<file path="src/rtl/rv32ima_pkg.sv">
// Shared types and helpers for the data-memory path.
// Provides the minibus width codes, the dmem bus master state enum and
// an alignment check used when a CPU request is accepted.
package rv32ima_pkg;

  localparam logic [1:0] BUS_BYTE = 2'b00;
  localparam logic [1:0] BUS_HALF = 2'b01;
  localparam logic [1:0] BUS_WORD = 2'b10;

  typedef enum logic [1:0] {
    IDLE = 2'b00,
    REQ  = 2'b01,
    RESP = 2'b10
  } dmem_mst_state_t;

  // Width code 2'b11 has no minibus encoding and is treated as misaligned.
  function automatic logic is_misaligned(input logic [1:0] size,
                                         input logic [1:0] addr_lo);
    logic bad;
    case (size)
      BUS_BYTE: bad = 1'b0;
      BUS_HALF: bad = addr_lo[0];
      BUS_WORD: bad = (addr_lo != 2'b00);
      default:  bad = 1'b1;
    endcase
    return bad;
  endfunction

endpackage

</file>
<file path="src/rtl/dmem_lane_align.sv">
// Combinational lane alignment shared by the bus master and the LSU.
// Ports:
//   width    in  3   RV funct3 ([1:0] size, [2] unsigned load)
//   addr_lo  in  2   byte offset within the word
//   st_data  in  32  right-aligned store data
//   ld_raw   in  32  raw word returned by the slave
//   st_rep   out 32  store data replicated across all lanes of its size
//   ld_ext   out 32  load data shifted down and sign/zero extended
module dmem_lane_align
  import rv32ima_pkg::*;
(
  input  logic [2:0]  width,
  input  logic [1:0]  addr_lo,
  input  logic [31:0] st_data,
  input  logic [31:0] ld_raw,
  output logic [31:0] st_rep,
  output logic [31:0] ld_ext
);

  logic [31:0] shifted;
  logic        sext;

  always_comb begin
    st_rep = st_data;
    case (width[1:0])
      BUS_BYTE: st_rep = {4{st_data[7:0]}};
      BUS_HALF: st_rep = {2{st_data[15:0]}};
      default:  st_rep = st_data;
    endcase
  end

  always_comb begin
    shifted = ld_raw >> {addr_lo, 3'b000};
    sext    = ~width[2];
    ld_ext  = shifted;
    case (width[1:0])
      BUS_BYTE: ld_ext = {{24{sext & shifted[7]}}, shifted[7:0]};
      BUS_HALF: ld_ext = {{16{sext & shifted[15]}}, shifted[15:0]};
      default:  ld_ext = ld_raw;
    endcase
  end

endmodule

</file>
<file path="src/rtl/dmem_minibus_master.sv">
// Data-memory minibus master: converts one CPU load/store at a time into a
// minibus transaction, holds it until ack, error or timeout, and returns
// extended load data plus an error flag as a one-cycle response.
// Ports:
//   clk, rst                      clock, synchronous active-high reset
//   cpu_req_*                     CPU request handshake and payload
//   cpu_rsp_valid/rdata/err       one-cycle response
//   bus_addr/wdata/wen/ren/width/sel   minibus request (REQ state only)
//   bus_ack/bus_err/bus_rdata     minibus slave response
module dmem_minibus_master
  import rv32ima_pkg::*;
#(
  parameter int TIMEOUT_CYCLES = 16
) (
  input  logic        clk,
  input  logic        rst,
  input  logic        cpu_req_valid,
  output logic        cpu_req_ready,
  input  logic        cpu_req_wen,
  input  logic [31:0] cpu_req_addr,
  input  logic [31:0] cpu_req_wdata,
  input  logic [2:0]  cpu_req_width,
  output logic        cpu_rsp_valid,
  output logic [31:0] cpu_rsp_rdata,
  output logic        cpu_rsp_err,
  output logic [31:0] bus_addr,
  output logic [31:0] bus_wdata,
  output logic        bus_wen,
  output logic        bus_ren,
  output logic [1:0]  bus_width,
  output logic        bus_sel,
  input  logic        bus_ack,
  input  logic        bus_err,
  input  logic [31:0] bus_rdata
);

  localparam logic [7:0] TMO_LAST = 8'(TIMEOUT_CYCLES - 1);

  dmem_mst_state_t state_q, state_d;

  logic [31:0] req_addr_q;
  logic        req_wen_q;
  logic [31:0] req_wdata_q;
  logic [2:0]  req_width_q;
  logic [31:0] rsp_rdata_q;
  logic        rsp_err_q;
  logic [7:0]  tmo_cnt_q;

  logic        accept;
  logic        misaligned;
  logic        in_req;
  logic        tmo_hit;
  logic [31:0] st_rep;
  logic [31:0] ld_ext;

  dmem_lane_align u_align (
    .width   (req_width_q),
    .addr_lo (req_addr_q[1:0]),
    .st_data (req_wdata_q),
    .ld_raw  (bus_rdata),
    .st_rep  (st_rep),
    .ld_ext  (ld_ext)
  );

  assign in_req        = (state_q == REQ);
  assign cpu_req_ready = !in_req;
  assign accept        = cpu_req_valid && cpu_req_ready;
  assign misaligned    = is_misaligned(cpu_req_width[1:0], cpu_req_addr[1:0]);
  assign tmo_hit       = (tmo_cnt_q == TMO_LAST);

  always_comb begin
    state_d = state_q;
    case (state_q)
      IDLE, RESP: begin
        if (accept)               state_d = misaligned ? RESP : REQ;
        else if (state_q == RESP) state_d = IDLE;
      end
      REQ: begin
        if (bus_err || bus_ack || tmo_hit) state_d = RESP;
      end
      default: state_d = IDLE;
    endcase
  end

  always_ff @(posedge clk) begin
    if (rst) begin
      state_q     <= IDLE;
      req_addr_q  <= '0;
      req_wen_q   <= 1'b0;
      req_wdata_q <= '0;
      req_width_q <= '0;
      rsp_rdata_q <= '0;
      rsp_err_q   <= 1'b0;
      tmo_cnt_q   <= '0;
    end else begin
      state_q <= state_d;
      if (accept) begin
        req_addr_q  <= cpu_req_addr;
        req_wen_q   <= cpu_req_wen;
        req_wdata_q <= cpu_req_wdata;
        req_width_q <= cpu_req_width;
        tmo_cnt_q   <= '0;
        if (misaligned) begin
          rsp_err_q   <= 1'b1;
          rsp_rdata_q <= '0;
        end
      end else if (in_req) begin
        tmo_cnt_q <= tmo_cnt_q + 8'd1;
        // err beats ack; an ack in the timeout cycle still completes normally
        if (bus_err) begin
          rsp_err_q   <= 1'b1;
          rsp_rdata_q <= '0;
        end else if (bus_ack) begin
          rsp_err_q   <= 1'b0;
          rsp_rdata_q <= req_wen_q ? 32'd0 : ld_ext;
        end else if (tmo_hit) begin
          rsp_err_q   <= 1'b1;
          rsp_rdata_q <= '0;
        end
      end
    end
  end

  // Strobes exist only in REQ, so every transaction is framed by a
  // strobe-free cycle that lets the slave re-arm its ack.
  assign bus_sel   = in_req;
  assign bus_wen   = in_req &  req_wen_q;
  assign bus_ren   = in_req & ~req_wen_q;
  assign bus_addr  = in_req ? req_addr_q : 32'd0;
  assign bus_width = in_req ? req_width_q[1:0] : 2'b00;
  assign bus_wdata = in_req ? st_rep : 32'd0;

  assign cpu_rsp_valid = (state_q == RESP);
  assign cpu_rsp_rdata = cpu_rsp_valid ? rsp_rdata_q : 32'd0;
  assign cpu_rsp_err   = cpu_rsp_valid & rsp_err_q;

endmodule

</file>
<file path="config.mk">
export PLATFORM = sky130hd
export DESIGN_NAME = dmem_minibus_master
export DESIGN_NICKNAME = d
export VERILOG_FILES = /design/src/rtl/rv32ima_pkg.sv /design/src/rtl/dmem_lane_align.sv /design/src/rtl/dmem_minibus_master.sv
export SDC_FILE = /design/constraint.sdc
export NUM_CORES = 1
export LEC_CHECK = 0
export CORE_ASPECT_RATIO = 1.25
export CORE_MARGIN = 5
export CORE_UTILIZATION = 46
export CTS_BUF_LIST = sky130_fd_sc_hd__clkbuf_16
export DETAILED_ROUTE_END_ITERATION = 10
export GPL_TIMING_DRIVEN = 1
export PLACE_DENSITY = 0.87
export SLEW_MARGIN = 10
export SYNTH_ARGS = -nofsm -noshare
export SYNTH_HDL_FRONTEND = slang
export SYNTH_HIERARCHICAL = 1
export SYNTH_SLANG_ARGS = --single-unit
</file>
<file path="constraint.sdc">
create_clock -name clk -period 2.2 [get_ports clk]
set_input_delay 0.55 -clock clk [delete_from_list [all_inputs] [get_ports clk]]
set_output_delay 0.55 -clock clk [all_outputs]
set_load 0.01 [all_outputs]
</file>
==> results.yml, run 1 <==
setup_path:
  cp-startpoint: "req_width_q[1]"
  critPathCaptureType: "output pin"
  cp_max_fo: 4
  worstSetupEndpoint: "bus_wdata[11]"
  crit_slowest_cell: "dfxtp_4"
  crit_type: "flop to output pin"
  critPathTopFamily: "flip-flops"
  worstPathRequired_ps: 1650
  worstSetupStartpointType: "flop"
  r2r-end: "rsp_rdata_q[10]"
  reg2reg_slack_ps: 120
  r2r_cells: 6
  reg2reg_from: "req_width_q[1]"
  cp_slowest_stage_delay_ps: 380
  critical_path_buf_inv_count: 3
  crit_top_cell: "buf_6"
  path_cells: "nor2_4, buf_6, buf_6, mux2_4, and2_1, buf_2"
  cp.depth: 6
  arrival_ps: 1640
clocking:
  htree_levels: 3
  clock-root-buffer: "clkbuf_16"
  clk_pin_slew_ps: 80
  clk_latency_ps: 340
  clock_sinks: 111
  clockBufferDepth: 2
  cts_tree: "done"
  cts_buffers: 9
min_path:
  hold_class: "input pin to flop"
drt:
  ant_nets: 0
  dr.pass1.iters: 5
  drt_wl_total_mm: 18.84
  vias_per_cell: 5.317
  drtIter0Drc: 390
  vias: 5865
  remaining_drc_errors: 0
  wl_per_cell_um: 17.08
logic_synthesis:
  synth.avg_cell_area_um2: 8.004
  synth_nets: 839
  synth_area_um2: 5867
  synth_seq_cells: 111
  async_flop_share_pct: 0
  synth_edf_count: 0
  synth_cell_types: 47
  yosys_warnings: 6
  synthCells: 733
  seq_area_frac_synth_pct: 37.88
  synthFlopType: "dfxtp_1"
run:
  drv_cap: 0
floorplan:
  start_util_pct: 46.55
  io_pins: 209
  die_y_um: 136.3
  die_area_um2: 15130
  core_area_um2: 12600
  rows: 46
  die_w_um: 111.0
timing:
  hold_violations: 0
  maxSlewViolCount: 0
  worst_slew_pin_slew_ps: 426.9
  relSlewSlack_pct: 71.50
  fin_crit_sh_pct: 99.32
  setup_viol: 0
  fin_crit_ps: 2185
  fin_skew_ps: 6.327
  fin_hold_ws_ps: 407.4
  fmax_mhz: 457.7
  rsz0062_at_grt: "yes"
power_and_ir_drop:
  max-vdd-ir-drop_uv: 475.3
  switching_share_pct: 27.62
  p_int_w: 0.003536
  netSwitchingPower_w: 0.001349
  pwr-share-clk_pct: 35.2
  p_leak_nw: 3.589
  combinationalPowerShare_pct: 20.6
  sequentialPowerShare_pct: 44.2
  power.density_nw_per_um2: 566.5
  power.total_w: 0.004885
outcome:
  status: "completed"
placement:
  gp_congestion: 0.9372
  dp_hpwl_mm: 12.75
  numPortBuffers: 208
  dp.cells: 1071
layout:
  multi_input_area_um2: 3312
  drive_gt1_share_pct: 15.42
  finalNetCount: 1035
  fillers: 979
  area_growth_pct: 46.98
  layout.cells.non_filler: 1103
  regArea_um2: 2237
global_route:
  track_usage_pct: 23.62
  grt_max_degree: 49
  grt_pass1_vias: 5769
  antenna_found_initial: 1
  grt_overflow: 0
  grt_pass1_wl_mm: 29.10
-- placed cells by master (no fill, tap or decap), types with 11 or more instances in the layout --
master | Yosys | layout
nand2_1 | 177 | 176
dfxtp_1 | 111 | 107
clkdlybuf4s50_1 | 0 | 104
and2_1 | 101 | 98
a21oi_1 | 76 | 76
clkdlybuf4s15_1 | 0 | 46
a22o_1 | 32 | 32
dlygate4sd2_1 | 0 | 31
buf_4 | 10 | 24
mux2_2 | 24 | 22
nor2b_1 | 22 | 21
o21ai_0 | 22 | 20
clkbuf_2 | 1 | 16
nor2_1 | 15 | 14
clkbuf_16 | 0 | 11
buf_12 | 0 | 11
-- what timing repair did --
action | in CTS | in global routing
pin swaps | 1 | 0
gates resized for setup | 157 | 84
hold buffers | 0 | 0
gates cloned | 4 | 2
endpoints found under the hold margin | 0 | 0
buffers inserted | 5 | 5
endpoints found under the setup margin | 104 | 66
-- cell type report --
type,instances,share of cell area [%]
inverters,4,0.2031
diodes,1,0.02902
repair buffers,253,29.35
flip-flops and latches,111,25.94
clock inverters,7,1.016
well taps,168,2.438
clock buffers,9,2.612
multi-input cells,550,38.41
-- worst min-delay path by stage --
stage / start / end / slack (ps) / cells after the start
6_report: rst / req_wen_q / 410 / 2
5_1_grt: rst / req_wen_q / 400 / 2
4_1_cts: rst / req_wen_q / 390 / 2
3_5_place_dp: req_addr_q[24] / req_addr_q[24] / 440 / 2
3_3_place_gp: req_addr_q[24] / req_addr_q[24] / 440 / 2
2_1_floorplan: req_addr_q[10] / req_addr_q[10] / 430 / 2
-- registers in the layout (all words and copies together) (netlist names) --
signal and flops:
state_q 2, req_width_q 3, req_addr_q 32, rsp_err_q 1, req_wen_q 1, tmo_cnt_q 8
req_wdata_q 32, rsp_rdata_q 32
-- power by group through the flow --
stage | Clock, W | Combinational [W] | Sequential, W
5_1_grt | 0.00185 | 0.00109 | 0.00217
6_report | 0.00172 | 0.00100 | 0.00216
2_1_floorplan | 0 | 0.000529 | 0.00218
4_1_cts | 0.00176 | 0.000970 | 0.00216
3_5_place_dp | 0 | 0.000920 | 0.00220
3_3_place_gp | 0 | 0.000905 | 0.00220
-- kinds of logic after synthesis --
group | count (synthesis) | synth area share [%]
AND/OR/NAND/NOR | 336 | 27.81
buffers and inverters | 72 | 6.398
XOR/XNOR | 8 | 1.194
multiplexers | 34 | 6.611
adder cells (fa/ha/maj) | 1 | 0.2132
flip-flops | 111 | 37.88
AO/OA/AOI/OAI | 171 | 19.90
-- synth_stat cells (2+ instances only) --
master    number  area [µm²]
a21oi_1       76       380.4
a221oi_1       8       70.07
a22o_1        32       280.3
a22oi_1        7       52.55
and2_1       101       631.9
buf_2         17       85.08
buf_4         10       75.07
buf_6          6       67.56
clkbuf_1      34       127.6
dfxtp_1      111        2222
inv_1          3       11.26
mux2_2        24       270.3
mux2i_1        8       80.08
nand2_1      177       664.4
nand2b_1       4       25.02
nand3_1        3       15.01
nand3b_1       2       15.01
nor2_1        15       56.30
nor2b_1       22       137.6
nor3_1         6       30.03
o21ai_0       22       110.1
o21ai_1        2       10.01
o21ai_2       10       87.58
o221ai_1       4       35.03
xnor2_1        6       52.55
xor2_1         2       17.52
-- routing by layer --
metal	global-route usage (%)	share of wire, %	vias to the layer above
li1	-	-	2858
met4	11.76	4.1	0
met5	0	0	-
met3	5.209	6.1	51
met1	26.72	39	2719
met2	42.11	51	237
-- worst register-to-register path, stage by stage, from the launching register on --
cell and delay (ps):
dfxtp_4 410, bufbuf_16 290, buf_4 360, nor2b_1 130
a221oi_1 420, a21oi_1 130, a22o_1 240
-- stage by stage --
step	TNS [ps]	worst slack (ps)	util, %	cell area, µm²
after floorplan	0	232.3	-	5867
after global placement	-256.3	-49.67	64.25	8099
after detailed placement	-547.3	-60.99	64.25	8099
after CTS	-6.929	-6.317	67.42	8498
after global routing	-163.7	-44.03	68.41	8623
final	0	14.99	68.41	8623
Power figures use the tool's default switching activity.
==> run 2, diff against run 1 <==
--- a/config.mk
+++ b/config.mk
@@ -8,10 +8,10 @@
 export CORE_ASPECT_RATIO = 1.25
 export CORE_MARGIN = 5
 export CORE_UTILIZATION = 46
-export CTS_BUF_LIST = sky130_fd_sc_hd__clkbuf_16
 export DETAILED_ROUTE_END_ITERATION = 10
 export GPL_TIMING_DRIVEN = 1
 export PLACE_DENSITY = 0.87
+export SETUP_SLACK_MARGIN = 0.1
 export SLEW_MARGIN = 10
 export SYNTH_ARGS = -nofsm -noshare
 export SYNTH_HDL_FRONTEND = slang
==> results.yml, run 2 (synthesis gave the netlist of run 1 again) <==
outcome:
  status: "completed"
floorplan:
  die_area_um2: 15130
  io_pins: 209
  die_y_um: 136.3
  start_util_pct: 46.55
  rows: 46
  die_w_um: 111.0
  core_area_um2: 12600
timing:
  fin_hold_ws_ps: 399.9
  fin_crit_ps: 2192
  fmax_mhz: 456.3
  worst_slew_pin_slew_ps: 438.5
  setup_slack_ps: 8.472
  maxSlewViolCount: 0
  relSlewSlack_pct: 70.73
  fin_crit_sh_pct: 99.61
  setup_viol: 0
  rsz0062_at_grt: "yes"
  hold_violations: 0
  fin_skew_ps: 4.667
global_route:
  grt_pass1_vias: 5866
  antenna_found_initial: 1
  grt_pass1_wl_mm: 30.01
  track_usage_pct: 24.43
  grt_overflow: 0
  grt_max_degree: 49
min_path:
  min_to: "req_wen_q"
  hold_depth: 2
  hp-start: "rst"
  hold_class: "input pin to flop"
layout:
  fillers: 962
  stdcell_area_um2: 8780
  layout_common_cells: "nand2_1 (174), dfxtp_1 (107), clkdlybuf4s50_1 (103)"
  drive_gt1_share_pct: 26.55
  final_common_cell: "nand2_1"
  area_growth_pct: 49.65
  largest_registers: "req_addr_q: 32 flops, req_wdata_q: 32 flops, rsp_rdata_q: 32 flops"
  layout.cells.non_filler: 1118
  finalNetCount: 1050
placement:
  dp.cells: 1071
  gp_congestion: 0.9372
  dp_hpwl_mm: 12.75
  dp_slack_ps: -60.99
  postPlaceCellArea_um2: 8099
  numPortBuffers: 208
drt:
  drt_wl_total_mm: 20.21
  vias_per_cell: 5.381
  vias: 6016
  dr.pass1.iters: 5
  drtIter0Drc: 452
  wl_per_cell_um: 18.08
  remaining_drc_errors: 0
  ant_nets: 0
setup_path:
  r2r-end: "rsp_rdata_q[10]"
  reg2reg_slack_ps: 180
  arrival_ps: 1640
  cp-startpoint: "req_width_q[0]"
  critPathCaptureType: "output pin"
  worstSetupStartpointType: "flop"
  reg2reg_from: "req_addr_q[1]"
  r2r_cells: 6
  cp_max_fo: 4
  crit_type: "flop to output pin"
  worstPathRequired_ps: 1650
clocking:
  clock-root-buffer: "clkbuf_16"
  htree_levels: 3
  cts_buffers: 9
  clk_latency_ps: 340
  cts_tree: "done"
  clk_pin_slew_ps: 80
  clock_sinks: 111
  clockBufferDepth: 2
power_and_ir_drop:
  p_leak_nw: 3.720
  power.density_nw_per_um2: 569.4
  max-vdd-ir-drop_uv: 489.1
  power.total_w: 0.004999
run:
  drv_cap: 0
## run 2: metrics by stage
stage          TNS [ps]  util (%)
2_1_floorplan         0         -
3_3_place_gp     -256.3     64.25
3_5_place_dp     -547.3     64.25
4_1_cts               0     69.12
5_1_grt          -69.67     69.65
6_report              0     69.65
## run 2: final cells by class
cell class | count | area (µm²) | area share, %
antenna | 1 | 2.502 | 0.02850
clock inverter | 7 | 87.58 | 0.9976
multi-input combinational | 550 | 3408 | 38.82
tap | 168 | 210.2 | 2.394
inverter | 4 | 17.52 | 0.1995
clock buffer | 9 | 225.2 | 2.565
timing repair buffer | 268 | 2591 | 29.51
sequential | 111 | 2237 | 25.48
## run 2: critical path: stages, from the launching register on
cell     delay, ps
dfxtp_4        360
nor2_4         140
buf_6          150
buf_6          110
mux2_4         280
and2_1         130
buf_2          140
## run 2: what timing repair did
action | 4_1_cts | 5_1_grt
setup endpoints to repair | 104 | 90
hold buffers | 0 | 0
gates resized for setup | 334 | 134
cloned | 7 | 7
setup buffers | 12 | 5
pin swaps | 3 | 4
## run 2: worst max-delay path by stage
stage,slack (ps),endpoint,cells past startpoint
finish,8,bus_wdata[11],6
global route,-40,bus_wdata[11],6
CTS,2,bus_wdata[9],6
detailed placement,-60,rsp_rdata_q[14],5
global placement,-50,rsp_rdata_q[12],5
floorplan,230,bus_wdata[10],5
## run 2: routing by layer
layer / up-vias / routed length, µm / GRT usage, %
li1: 2886 / - / -
met1: 2803 / 7437 / 27.15
met2: 273 / 10510 / 44.16
met3: 54 / 1468 / 5.699
met4: 0 / 794 / 11.63
met5: - / 0 / 0
## run 2: report_power, final
group / internal, W / total [W] / switching (W)
clock network: 0.000914 / 0.00173 / 0.000817
registers: 0.00209 / 0.00216 / 0.0000676
logic: 0.000593 / 0.00111 / 0.000515
==> RTL edit (config.mk and constraints of run 2) <==
Reset style: asynchronous (`rst`), changed in one clocked block. Comments in the files are not updated.
--- a/src/rtl/dmem_minibus_master.sv
+++ b/src/rtl/dmem_minibus_master.sv
@@ -82,7 +82,7 @@
     endcase
   end
 
-  always_ff @(posedge clk) begin
+  always_ff @(posedge clk or posedge rst) begin
     if (rst) begin
       state_q     <= IDLE;
       req_addr_q  <= '0;
Function: differs if rst is asserted again (counterexample within 4 cycles, from zero or initial values and one cycle with rst high); with rst held inactive, the same outputs for 10 cycles.
==> RTL edit against run 2 <==
The run now ends with setup timing left; fmax is 4.7% lower; critical path depth stayed put; wire length is 14% higher; sequential cell count stayed put; cell area is 20% higher; die area is 13% higher; critical endpoint is now bus_wdata[8]; global-route usage is 1.0 points lower; setup slack worse by 110 ps; synthesized area is 14% higher; highest routed layer is now met5; largest cell class unchanged.
Power is not compared: it rests on default switching activity, and its combinational part moved more than twofold at a synthesized area within 25%.
==> RTL edit: results (changes against run 2) <==
.. list-table::
   :header-rows: 1

   * - Metric
     - Value
   * - DR vias/cell
     - 5.63 (+4.6%)
   * - Synthesized netlist cell count
     - 649 (-11%)
   * - Data arrival time at the worst-slack endpoint
     - 1750 ps (+110 ps)
   * - Largest stage delay, worst path
     - 460 ps (+100 ps)
   * - Proportion of layout cells with a drive suffix above 1
     - 49.2% (+23 points)
   * - Seq/Total Area, Yosys
     - 41.5% (+3.7 points)
   * - Detailed placer's ending HPWL
     - 14,600 µm (+14%)
   * - Violations in the final reports
     - setup timing
   * - Final wirelength
     - 23,000 µm (+14%)
   * - Drt pass-1 iters
     - 6 (+1)
   * - Run status
     - finished with violations
   * - Maximum number of pins on one net before global-route repair
     - 50 (+2.0%)
   * - Layout fillers
     - 972 (+1.0%)
   * - Critical-path maximum fanout
     - 5 (+1)
   * - Most area-consuming cells after synthesis
     - sky130_fd_sc_hd__dfrtp_1, sky130_fd_sc_hd__mux2_2, sky130_fd_sc_hd__and2_1
   * - Final setup fails
     - 15 (+15)
   * - Final critical-path setup slack
     - -99.7 ps (-108 ps)
   * - Count of cell types in the netlist
     - 45 (-4.3%)
   * - All-Layer GR Usage
     - 23.4% (-1.0 points)
   * - Cell Count Post-Placement
     - 1,017 (-5.0%)
   * - Fraction of synthesis flops using an asynchronous set or reset pin
     - 100% (+100 points)
   * - Via count of the routed design
     - 6,096 (+1.3%)
   * - Post-placement worst setup slack
     - -47.7 ps (+13.3 ps)
   * - Antenna cell count
     - 0 (-1)
   * - First-pass GRT wire length
     - 32,100 µm (+6.9%)
   * - Max-slew headroom at the worst pin
     - 65.9% (-4.8 points)
   * - Max Buffers Root-to-Sink
     - 2 (unchanged)
   * - First-iteration detailed-routing DRC count
     - 430 (-4.9%)
   * - Worst hold-check path type
     - register to register
   * - Synthesized Nets
     - 755 (-10%)
   * - Primary flip-flop cell chosen by synthesis mapping
     - sky130_fd_sc_hd__dfrtp_1
   * - Vias in the first global route
     - 6,035 (+2.9%)
   * - Global placement routability congestion
     - 0.918 (-2.1%)
   * - I/O Buffers
     - 208 (unchanged)
   * - Top cells by instance count after synthesis
     - sky130_fd_sc_hd__dfrtp_1, sky130_fd_sc_hd__and2_1, sky130_fd_sc_hd__mux2_2
   * - Family of cells with the greatest summed delay on the critical path
     - flip-flops
   * - Clk_skew
     - 5.43 ps (+0.765 ps)
   * - Critical-path top delay cell
     - sky130_fd_sc_hd__dfrtp_2
[RTL edit: cell count changes in the layout (fill, tap and decap cells not counted), sizes merged, moves of 37 or more]
cell and delta:
dfrtp +111, mux2 +68, nand2 -101, o21ai +37
a21oi -70, buf +67, dfxtp -111
[RTL edit: metal layers]
layer  global-route usage, %  vias to the layer above  wire, µm
met5                       0                        -         7
met3                    5.48                       75      1690
li1                        -                     2750         -
met2                    42.6                      315     12100
met1                    26.8                     2954      8250
met4                    9.30                        2       919
[RTL edit: logic make-up (layout without fill, tap and decap cells)]
kind of cell,count (synthesis),after routing,synth area share (%)
simple gates,224,224,17.9
compound gates,137,137,16.7
flops,111,111,41.5
mux,105,105,17.7
buf+inv,69,325,5.76
xor+xnor,2,2,0.262
fa+ha+maj,1,1,0.187
[RTL edit: cell type report]
type                            instances  share of cell area, %
Clock buffer                           12                   2.53
Clock inverter                          4                  0.558
Inverter                                7                  0.356
Multi-Input combinational cell        469                   36.3
Sequential cell                       111                   26.4
Tap cell                              178                   2.11
Timing Repair Buffer                  302                   31.7
[RTL edit: final timing paths]
kind	slack, ps	cells after the start	startpoint	end
min in group asynchronous	530	2	rst	tmo_cnt_q[2]
max in group asynchronous	1090	3	rst	rsp_rdata_q[9]
max	-100	6	req_width_q[1]	bus_wdata[8]
max reg2reg	140	8	state_q[0]	rsp_rdata_q[1]
min reg2reg	490	1	tmo_cnt_q[7]	tmo_cnt_q[7]
min	490	1	tmo_cnt_q[7]	tmo_cnt_q[7]
[RTL edit: through the flow]
stage / TNS, ps / hold WS [ps] / power (mW) / area (µm²)
after floorplan: 0 / 450 / 3.52 / 6690
after detailed placement: -363 / 474 / 4.32 / 9170
after global placement: -75.4 / 475 / 4.28 / 9170
final: -771 / 490 / 6.66 / 10500
after CTS: -2670 / 493 / 6.24 / 9670
after global routing: -1780 / 515 / 6.95 / 10500
[RTL edit: power groups by stage]
stage,clock network [mW],registers [mW],logic [mW]
2_1_floorplan,0,2.39,1.13
3_3_place_gp,0,2.44,1.84
3_5_place_dp,0,2.45,1.87
4_1_cts,1.81,2.43,2.01
5_1_grt,1.90,2.47,2.58
6_report,1.79,2.44,2.43
[RTL edit: repair_timing]
| item | in CTS | in global routing |
|---|---|---|
| setup endpoints to repair | 104 | 106 |
| gates resized for setup | 334 | 311 |
| hold endpoints to repair | 0 | 0 |
| buffers inserted | 22 | 17 |
| gates cloned | 2 | 12 |
| pin swaps | 4 | 40 |
